`src/rtl/draw_pkg.sv`:
```
// Shared types and screen defaults for the draw sequencer slice.
package draw_pkg;

    localparam int DEF_SCREEN_W = 160;
    localparam int DEF_SCREEN_H = 120;

    typedef logic [2:0] colour_t;

    typedef enum logic [2:0] {
        IDLE,
        FILL_RST,
        FILL,
        CIRC_RST,
        CIRC,
        DONE
    } state_t;

endpackage

```
`src/rtl/draw_sequencer_pixel_clip.sv`:
```
// Signed on-screen test for one pixel coordinate pair.
module pixel_clip
    import draw_pkg::*;
#(
    parameter int SCREEN_W = DEF_SCREEN_W,
    parameter int SCREEN_H = DEF_SCREEN_H
) (
    input  logic signed [8:0] x,
    input  logic signed [7:0] y,
    output logic              valid
);

    localparam logic signed [8:0] X_MAX = 9'(SCREEN_W - 1);
    localparam logic signed [7:0] Y_MAX = 8'(SCREEN_H - 1);

    assign valid = !x[8] && !y[7] && (x <= X_MAX) && (y <= Y_MAX);

endmodule

```
`src/rtl/draw_sequencer.sv`:
```
// Runs clear-then-circle jobs, muxes child pixel streams, clips and registers to VGA.
module draw_sequencer
    import draw_pkg::*;
#(
    parameter int SCREEN_W = DEF_SCREEN_W,
    parameter int SCREEN_H = DEF_SCREEN_H
) (
    input  logic       clk,
    input  logic       rst_n,
    input  logic       start,
    input  logic [7:0] centre_x,
    input  logic [6:0] centre_y,
    input  logic [7:0] radius,
    input  logic [2:0] colour,
    output logic       done,
    output logic       fill_rst_n,
    output logic       fill_start,
    input  logic       fill_done,
    input  logic [7:0] fill_x,
    input  logic [6:0] fill_y,
    input  logic [2:0] fill_colour,
    input  logic       fill_plot,
    output logic       circ_rst_n,
    output logic       circ_start,
    input  logic       circ_done,
    output logic [7:0] circ_centre_x,
    output logic [6:0] circ_centre_y,
    output logic [7:0] circ_radius,
    output logic [2:0] circ_colour,
    input  logic [8:0] circ_x,
    input  logic [7:0] circ_y,
    input  logic       circ_plot,
    output logic [7:0] vga_x,
    output logic [6:0] vga_y,
    output logic [2:0] vga_colour,
    output logic       vga_plot
);

    state_t            state;
    state_t            nxt;
    logic              in_fill;
    logic              in_circ;
    logic signed [8:0] sel_x;
    logic signed [7:0] sel_y;
    colour_t           sel_c;
    logic              sel_v;
    logic              on_screen;

    // Gating with start drops the pixel in flight on an abort.
    assign in_fill = (state == FILL) && start;
    assign in_circ = (state == CIRC) && start;

    always_comb begin
        sel_x = '0;
        sel_y = '0;
        sel_c = '0;
        sel_v = 1'b0;
        unique case (1'b1)
            in_fill: begin
                sel_x = {1'b0, fill_x};
                sel_y = {1'b0, fill_y};
                sel_c = fill_colour;
                sel_v = fill_plot;
            end
            in_circ: begin
                sel_x = circ_x;
                sel_y = circ_y;
                sel_c = circ_colour;
                sel_v = circ_plot;
            end
            default: ;
        endcase
    end

    pixel_clip #(
        .SCREEN_W(SCREEN_W),
        .SCREEN_H(SCREEN_H)
    ) u_clip (
        .x    (sel_x),
        .y    (sel_y),
        .valid(on_screen)
    );

    always_comb begin
        nxt = state;
        unique case (state)
            IDLE:     if (start) nxt = FILL_RST;
            FILL_RST: nxt = start ? FILL : IDLE;
            FILL: begin
                if (!start)         nxt = IDLE;
                else if (fill_done) nxt = CIRC_RST;
            end
            CIRC_RST: nxt = start ? CIRC : IDLE;
            CIRC: begin
                if (!start)         nxt = IDLE;
                else if (circ_done) nxt = DONE;
            end
            DONE:     if (!start) nxt = IDLE;
            default:  nxt = IDLE;
        endcase
    end

    // Child controls are decoded from the state being entered so they register with it.
    always_ff @(posedge clk) begin
        if (!rst_n) begin
            state         <= IDLE;
            done          <= 1'b0;
            fill_rst_n    <= 1'b0;
            fill_start    <= 1'b0;
            circ_rst_n    <= 1'b0;
            circ_start    <= 1'b0;
            circ_centre_x <= '0;
            circ_centre_y <= '0;
            circ_radius   <= '0;
            circ_colour   <= '0;
        end else begin
            state      <= nxt;
            done       <= (nxt == DONE);
            fill_rst_n <= (nxt == FILL) || (nxt == CIRC_RST) ||
                          (nxt == CIRC) || (nxt == DONE);
            fill_start <= (nxt == FILL);
            circ_rst_n <= (nxt == CIRC) || (nxt == DONE);
            circ_start <= (nxt == CIRC);
            if (state == IDLE && start) begin
                circ_centre_x <= centre_x;
                circ_centre_y <= centre_y;
                circ_radius   <= radius;
                circ_colour   <= colour;
            end
        end
    end

    always_ff @(posedge clk) begin
        if (!rst_n) begin
            vga_x      <= '0;
            vga_y      <= '0;
            vga_colour <= '0;
            vga_plot   <= 1'b0;
        end else begin
            vga_plot <= sel_v && on_screen;
            if (sel_v && on_screen) begin
                vga_x      <= sel_x[7:0];
                vga_y      <= sel_y[6:0];
                vga_colour <= sel_c;
            end
        end
    end

endmodule

```
`config.mk`:
```
export PLATFORM = sky130hd
export DESIGN_NAME = draw_sequencer
export DESIGN_NICKNAME = d
export VERILOG_FILES = /design/src/rtl/draw_pkg.sv /design/src/rtl/draw_sequencer_pixel_clip.sv /design/src/rtl/draw_sequencer.sv
export SDC_FILE = /design/constraint.sdc
export NUM_CORES = 1
export LEC_CHECK = 0
export CAP_MARGIN = 10
export CORE_MARGIN = 2
export CORE_UTILIZATION = 35
export CTS_CLUSTER_DIAMETER = 30
export CTS_CLUSTER_SIZE = 24
export DETAILED_ROUTE_END_ITERATION = 10
export PLACE_DENSITY = 0.79
export SLEW_MARGIN = 20
export SYNTH_ARGS = -nofsm -noshare
export SYNTH_HDL_FRONTEND = slang
export SYNTH_SLANG_ARGS = --single-unit
export TNS_END_PERCENT = 10
```
`constraint.sdc`:
```
create_clock -name clk -period 2.3 [get_ports clk]
set_input_delay 0.23 -clock clk [delete_from_list [all_inputs] [get_ports clk]]
set_output_delay 0.23 -clock clk [all_outputs]
set_load 0.02 [all_outputs]
```
# Word-level counts from Yosys, hierarchy flattened
# Cells that the tools add are included.
[op_classes]
n_lt_le_gt_ge = 2
n_eq_ne = 9
n_mux = 13
reduce_logical = 14
[ops]
columns = ["operator", "n"]
rows = [
  ["$mux 3", 7],
  ["$pmux 3 s6", 1],
  ["$pmux 9 s2", 1],
  ["$pmux 8 s2", 1],
  ["$eq 3x2->1 const B", 4],
  ["$eq 3x3->1 const B", 4],
  ["$le 9x9->1 const B", 1],
  ["$le 8x8->1 const B", 1],
  ["$logic_and 1x1->1", 7],
  ["$pmux 3 s2", 1],
  ["$logic_or 1x1->1", 4],
  ["$eq 3x1->1 const B", 1],
  ["$logic_not 3->1", 1],
  ["$logic_not 1->1", 2],
  ["$mux 2", 1],
  ["$pmux 1 s2", 1],
]
[word_totals]
regBits = 53
inputBits = 68
out_inout_bits = 50

# Logic depth before layout (Yosys ltp)
[depth]
word_depth = 8
mapped_depth = 9
depth_no_buf = 5

# Cells and area by module
# Synthesis repeated with hierarchy kept, for this count alone.
[hier_totals]
hier_cells = 297
area_unflattened_um2 = 2606.2
[by_module_without_submodules]
columns = ["mod", "instances", "cells_each", "area_each_um2", "seq_area_each_um2"]
rows = [
  ["draw_sequencer", 1, 293, 2585.0, 1061.0],
  ["pixel_clip", 1, 4, 21.3, 0.0],
]

# Worst setup path after synthesis
# Ideal clock, no wire load.
[synth_timing]
path_type = "register to register"
startpoint = "register state[2]"
endpoint = "register vga_colour[2]"
setup_time_ps = 116
t_arrival_ps = 2025
path_slack_ps = 159
stages_incl_launch_ff = 10
n_path_buf = 4
cell_sequence = "dfxtp_1 > buf_2 > and4bb_1 > a21oi_1 > or4_1 > buf_2 > and2_4 > buf_6 > buf_6 > o211a_1"
[synth_between]
elab_chain_len = 8
elab_cells_between_ends = 16
cone_classes = "order compare (2); eq/ne (2); mux (4); reduce/logical (8)"
[synth_rtl]
columns = ["item", "line", "source"]
rows = [
  ["start: declaration", "draw_sequencer.sv:39", "state_t state;"],
  ["start signal: assignment", "draw_sequencer.sv:117", "state <= nxt;"],
  ["branches (longest 8 deep; another with $le 9x9->1)", "-", ""],
  ["end signal: assignment", "draw_sequencer.sv:144", "vga_colour <= sel_c;"],
  ["end: declaration", "draw_sequencer.sv:35", "output logic [2:0] vga_colour,"],
]
# Several ways; the timed one is not identified.
# A chain may end at the register's enable or synchronous reset.

# Worst setup path after layout
[layout_timing]
startpoint = "register state[0]"
endpoint = "register vga_x[4]"
[layout_between]
elab_chain_len = 8
elab_cells_between_ends = 15
cone_classes = "order compare (2); eq/ne (2); mux (3); reduce/logical (8)"
[layout_rtl]
columns = ["item", "line", "source"]
rows = [
  ["branches (longest 8 deep; another with $le 9x9->1)", "-", ""],
  ["end signal: assignment", "draw_sequencer.sv:142", "vga_x <= sel_x[7:0];"],
  ["end: declaration", "draw_sequencer.sv:33", "output logic [7:0] vga_x,"],
]
# Several ways; the timed one is not identified.

==> reports/qor.csv <==
stage,metric,value,unit
status,status,completed,
timing,setup_violations,0,
timing,hold_violations,0,
route,drc,0,
floorplanning,start_util,35.7,%
route,via_per_inst,5.00,
pwr,clock_power_share,30.1,%
logic_synthesis,async_reset_ff_share,0,%
global_routing,grt_max_degree,27,
global_routing,grtUsageTotal,18.0,%
floorplanning,core,6280,sq um
placed_design,dp.final_hpwl,4620,um
timing,drv_slew,0,
global_routing,grtUsageMet2,29.2,%
critical_path,crit_path_frequent_cell,buf_4,
logic_synthesis,syn-num-nets,316,
floorplanning,ios,118,
layout,fin_nets,433,
critical_path,worstSetupPathType,flip-flop to flip-flop,
logic_synthesis,synth_cell_type_count,34,
timing,fin_tns_setup,0,ps
pwr,intPower,1.42,mW
critical_path,reg2reg_setup_slack,200,ps
floorplanning,die_y,84.0,um
timing,period_needed,2100,ps
global_routing,busiest_layer,met2,
pwr,ir_drop,0.378,mV
logic_synthesis,yosysWarnings,0,
critical_path,path_max_fanout,12,
pwr,powerDensity,520,nW/um^2
route,ant_nets,0,
clock_tree,numCtsBuffers,5,
clock_tree,cts.sinks,53,
timing,setup_slack,202,ps
placed_design,portBuffers,117,
global_routing,grt_use_met3,4.95,%
logic_synthesis,synth_cells,248,
route,firstDrtPassIters,4,
clock_tree,clock_path_buffers,2,
clock_tree,h-tree-depth,2,
critical_path,crit_slowest_cell,dfxtp_1,
logic_synthesis,synth_edf_count,0,
logic_synthesis,synth-seq-cells,53,
clock_tree,clockRootBuffer,clkbuf_8,
global_routing,grt_pass1_wl,10500,um
critical_path,cp-startpoint,state[0],
global_routing,use_met1,22.5,%
floorplanning,die-area,7060,sq um
layout,drive_above_1_share,8.47,%
clock_tree,clk_pin_slew,100,ps
logic_synthesis,synthTopCellsByArea,"dfxtp_1, nand2_1, a21boi_0, o211a_1, a22oi_1",
timing,finClkSkew,8.65,ps
critical_path,start_kind,flip-flop,
critical_path,reg2reg_to,vga_x[4],
clock_tree,holdBufCountCts,0,
critical_path,reg2reg_from,state[0],
logic_synthesis,syn_area,2240,sq um
clock_tree,cts_tree,done,
clock_tree,cts-resized-gates,0,
logic_synthesis,netlist.area_leader.share,47.4,%
pwr,p_seq_share,51.7,%
layout,areaGrowthSynthToFinish,61.5,%
timing,fin_crit_sh,91.2,%
clock_tree,worstSkewPairLatency,300,ps
critical_path,cp.required,2500,ps
logic_synthesis,synth_area_leader_cell,dfxtp_1,
timing,grt_setup_unrepaired,false,
route,vias,2217,
floorplanning,rows,29,
timing,fin_hold_ws,467,ps
run,max-cap-violations,0,
placed_design,routabilityCongestion,0.819,
worst_hold_path,hp-class,flip-flop to flip-flop,
placed_design,pre_cts_slack,-22.0,ps
logic_synthesis,avgSynthCellArea,9.03,sq um
pwr,leakagePower,1.52,nW
logic_synthesis,ys.flop_type,dfxtp_1,
clock_tree,cts_setup_buffers,0,
global_routing,antenna_found_initial,0,
global_routing,grt_overflow,0,
layout,final_core_utilization,57.6,%
critical_path,cp_slowest_stage_delay,460,ps
route,drt-total-wl,6280,um
global_routing,grt_pass1_vias,2149,
critical_path,crit_path_end,vga_x[4],
critical_path,crit_path_cell_trace,and4bb_1 -> buf_4 -> a22o_1 -> a211oi_4 -> buf_4 -> nand3_1 -> o211a_1,
pwr,combPwrFrac,18.2,%
timing,worstMarginPinSlew,573,ps
critical_path,endpoint_kind,flip-flop,
layout,antenna_cells,0,
critical_path,cp_data_arrival_time,2300,ps
timing,slew_headroom,61.7,%
timing,fmax,477,MHz
critical_path,worst_r2r_path_depth,7,
pwr,switching_power,457,uW
logic_synthesis,yosysSeqAreaShare,47.4,%
floorplanning,die_w,84.0,um
pwr,switching_share,24.3,%
route,drtIter0Drc,104,
route,wl_per_cell,14.2,um
-- power groups by stage --
stage	clock network (mW)	registers, mW	logic (mW)
finish	0.566	0.972	0.343
global route	0.622	0.977	0.371
CTS	0.591	0.972	0.345
detailed placement	0	0.994	0.343
global placement	0	0.993	0.339
floorplan	0	1.03	0.0911
-- placed cells by master, fill, tap and decap left out, drive strengths merged --
master,n
clkdlybuf4s50,117
nand2,58
dfxtp,53
a21boi,26
a22oi,16
nand3,16
o211a,16
buf,15
clkbuf,7
inv,4
a21oi,4
nor2,3
a22o,3
and2,3
and3,2
a32oi,2
nand3b,2
or2,2
o22ai,2
and4bb,2
nor4b,1
or4b,1
xor2,1
nand4b,1
nor2b,1
o21ai,1
or4,1
nand2b,1
o21a,1
a211oi,1
nor3,1
mux2,1
clkinv,1
-- cells by family after synthesis --
logic type,after synthesis,share of synthesized area [%]
AO/OA/AOI/OAI,72,26.1
multiplexers,1,0.503
XOR/XNOR,1,0.391
flip-flops,53,47.4
AND/OR/NAND/NOR,95,20.0
buffers and inverters,26,5.64
-- cell type report --
| cell class | instances | area, sq um |
|---|---|---|
| Tap cell | 77 | 96.3 |
| Clock buffer | 7 | 96.3 |
| Fill cell | 544 | 2660 |
| Timing Repair Buffer | 132 | 1280 |
| Multi-Input combinational cell | 169 | 1060 |
| Inverter | 4 | 15.0 |
| Clock inverter | 1 | 5.00 |
| Sequential cell | 53 | 1060 |
-- sequential cells by signal (all words and copies together), names as in the netlist, 3 cells and up --
register,cells
circ_centre_x,8
circ_radius,8
vga_x,8
circ_centre_y,7
vga_y,7
circ_colour,3
state,3
vga_colour,3
-- worst max-delay path, delay by kind of cell (launching register included) --
kind                   cells  cell delay [ps]
DFF                        1              460
buffers and inverters      2              430
and+or+nand+nor            2              430
AOI/OAI and AO/OA          3              680
-- synthesized netlist by cell type, types with 2 or more instances --
cell type,count
nand2_1,58
dfxtp_1,53
a21boi_0,26
a22oi_1,16
nand3_1,16
o211a_1,16
clkbuf_1,14
buf_2,5
a21oi_1,4
inv_1,4
a22o_1,3
buf_6,3
nor2_1,3
a32oi_1,2
and2_1,2
and3_1,2
nand3b_1,2
o22ai_1,2
or2_2,2
-- per-stage QoR --
stage	instance area, sq um	power (mW)	cells
after floorplan	2240	1.12	248
after global placement	3510	1.33	435
after detailed placement	3510	1.34	435
after CTS	3620	1.91	443
after global routing	3620	1.97	443
final	3620	1.88	443
-- worst min path at each step --
| stage | start | endpoint | slack (ps) | cells after the start |
|---|---|---|---|---|
| 2_1_floorplan | centre_x[0] | circ_centre_x[0] | 370 | 2 |
| 3_3_place_gp | circ_radius[5] | circ_radius[5] | 450 | 2 |
| 3_5_place_dp | circ_centre_x[2] | circ_centre_x[2] | 460 | 2 |
| 4_1_cts | circ_centre_y[4] | circ_centre_y[4] | 470 | 2 |
| 5_1_grt | centre_y[6] | circ_centre_y[6] | 490 | 3 |
| 6_report | circ_centre_y[4] | circ_centre_y[4] | 470 | 2 |
-- per-layer routing --
layer  up-vias  routed length, um
li1       1104                  -
met1      1026               2680
met2        74               3000
met3        13                450
met4         0                148
met5         -                  0
(Power assumes the default switching activity.)
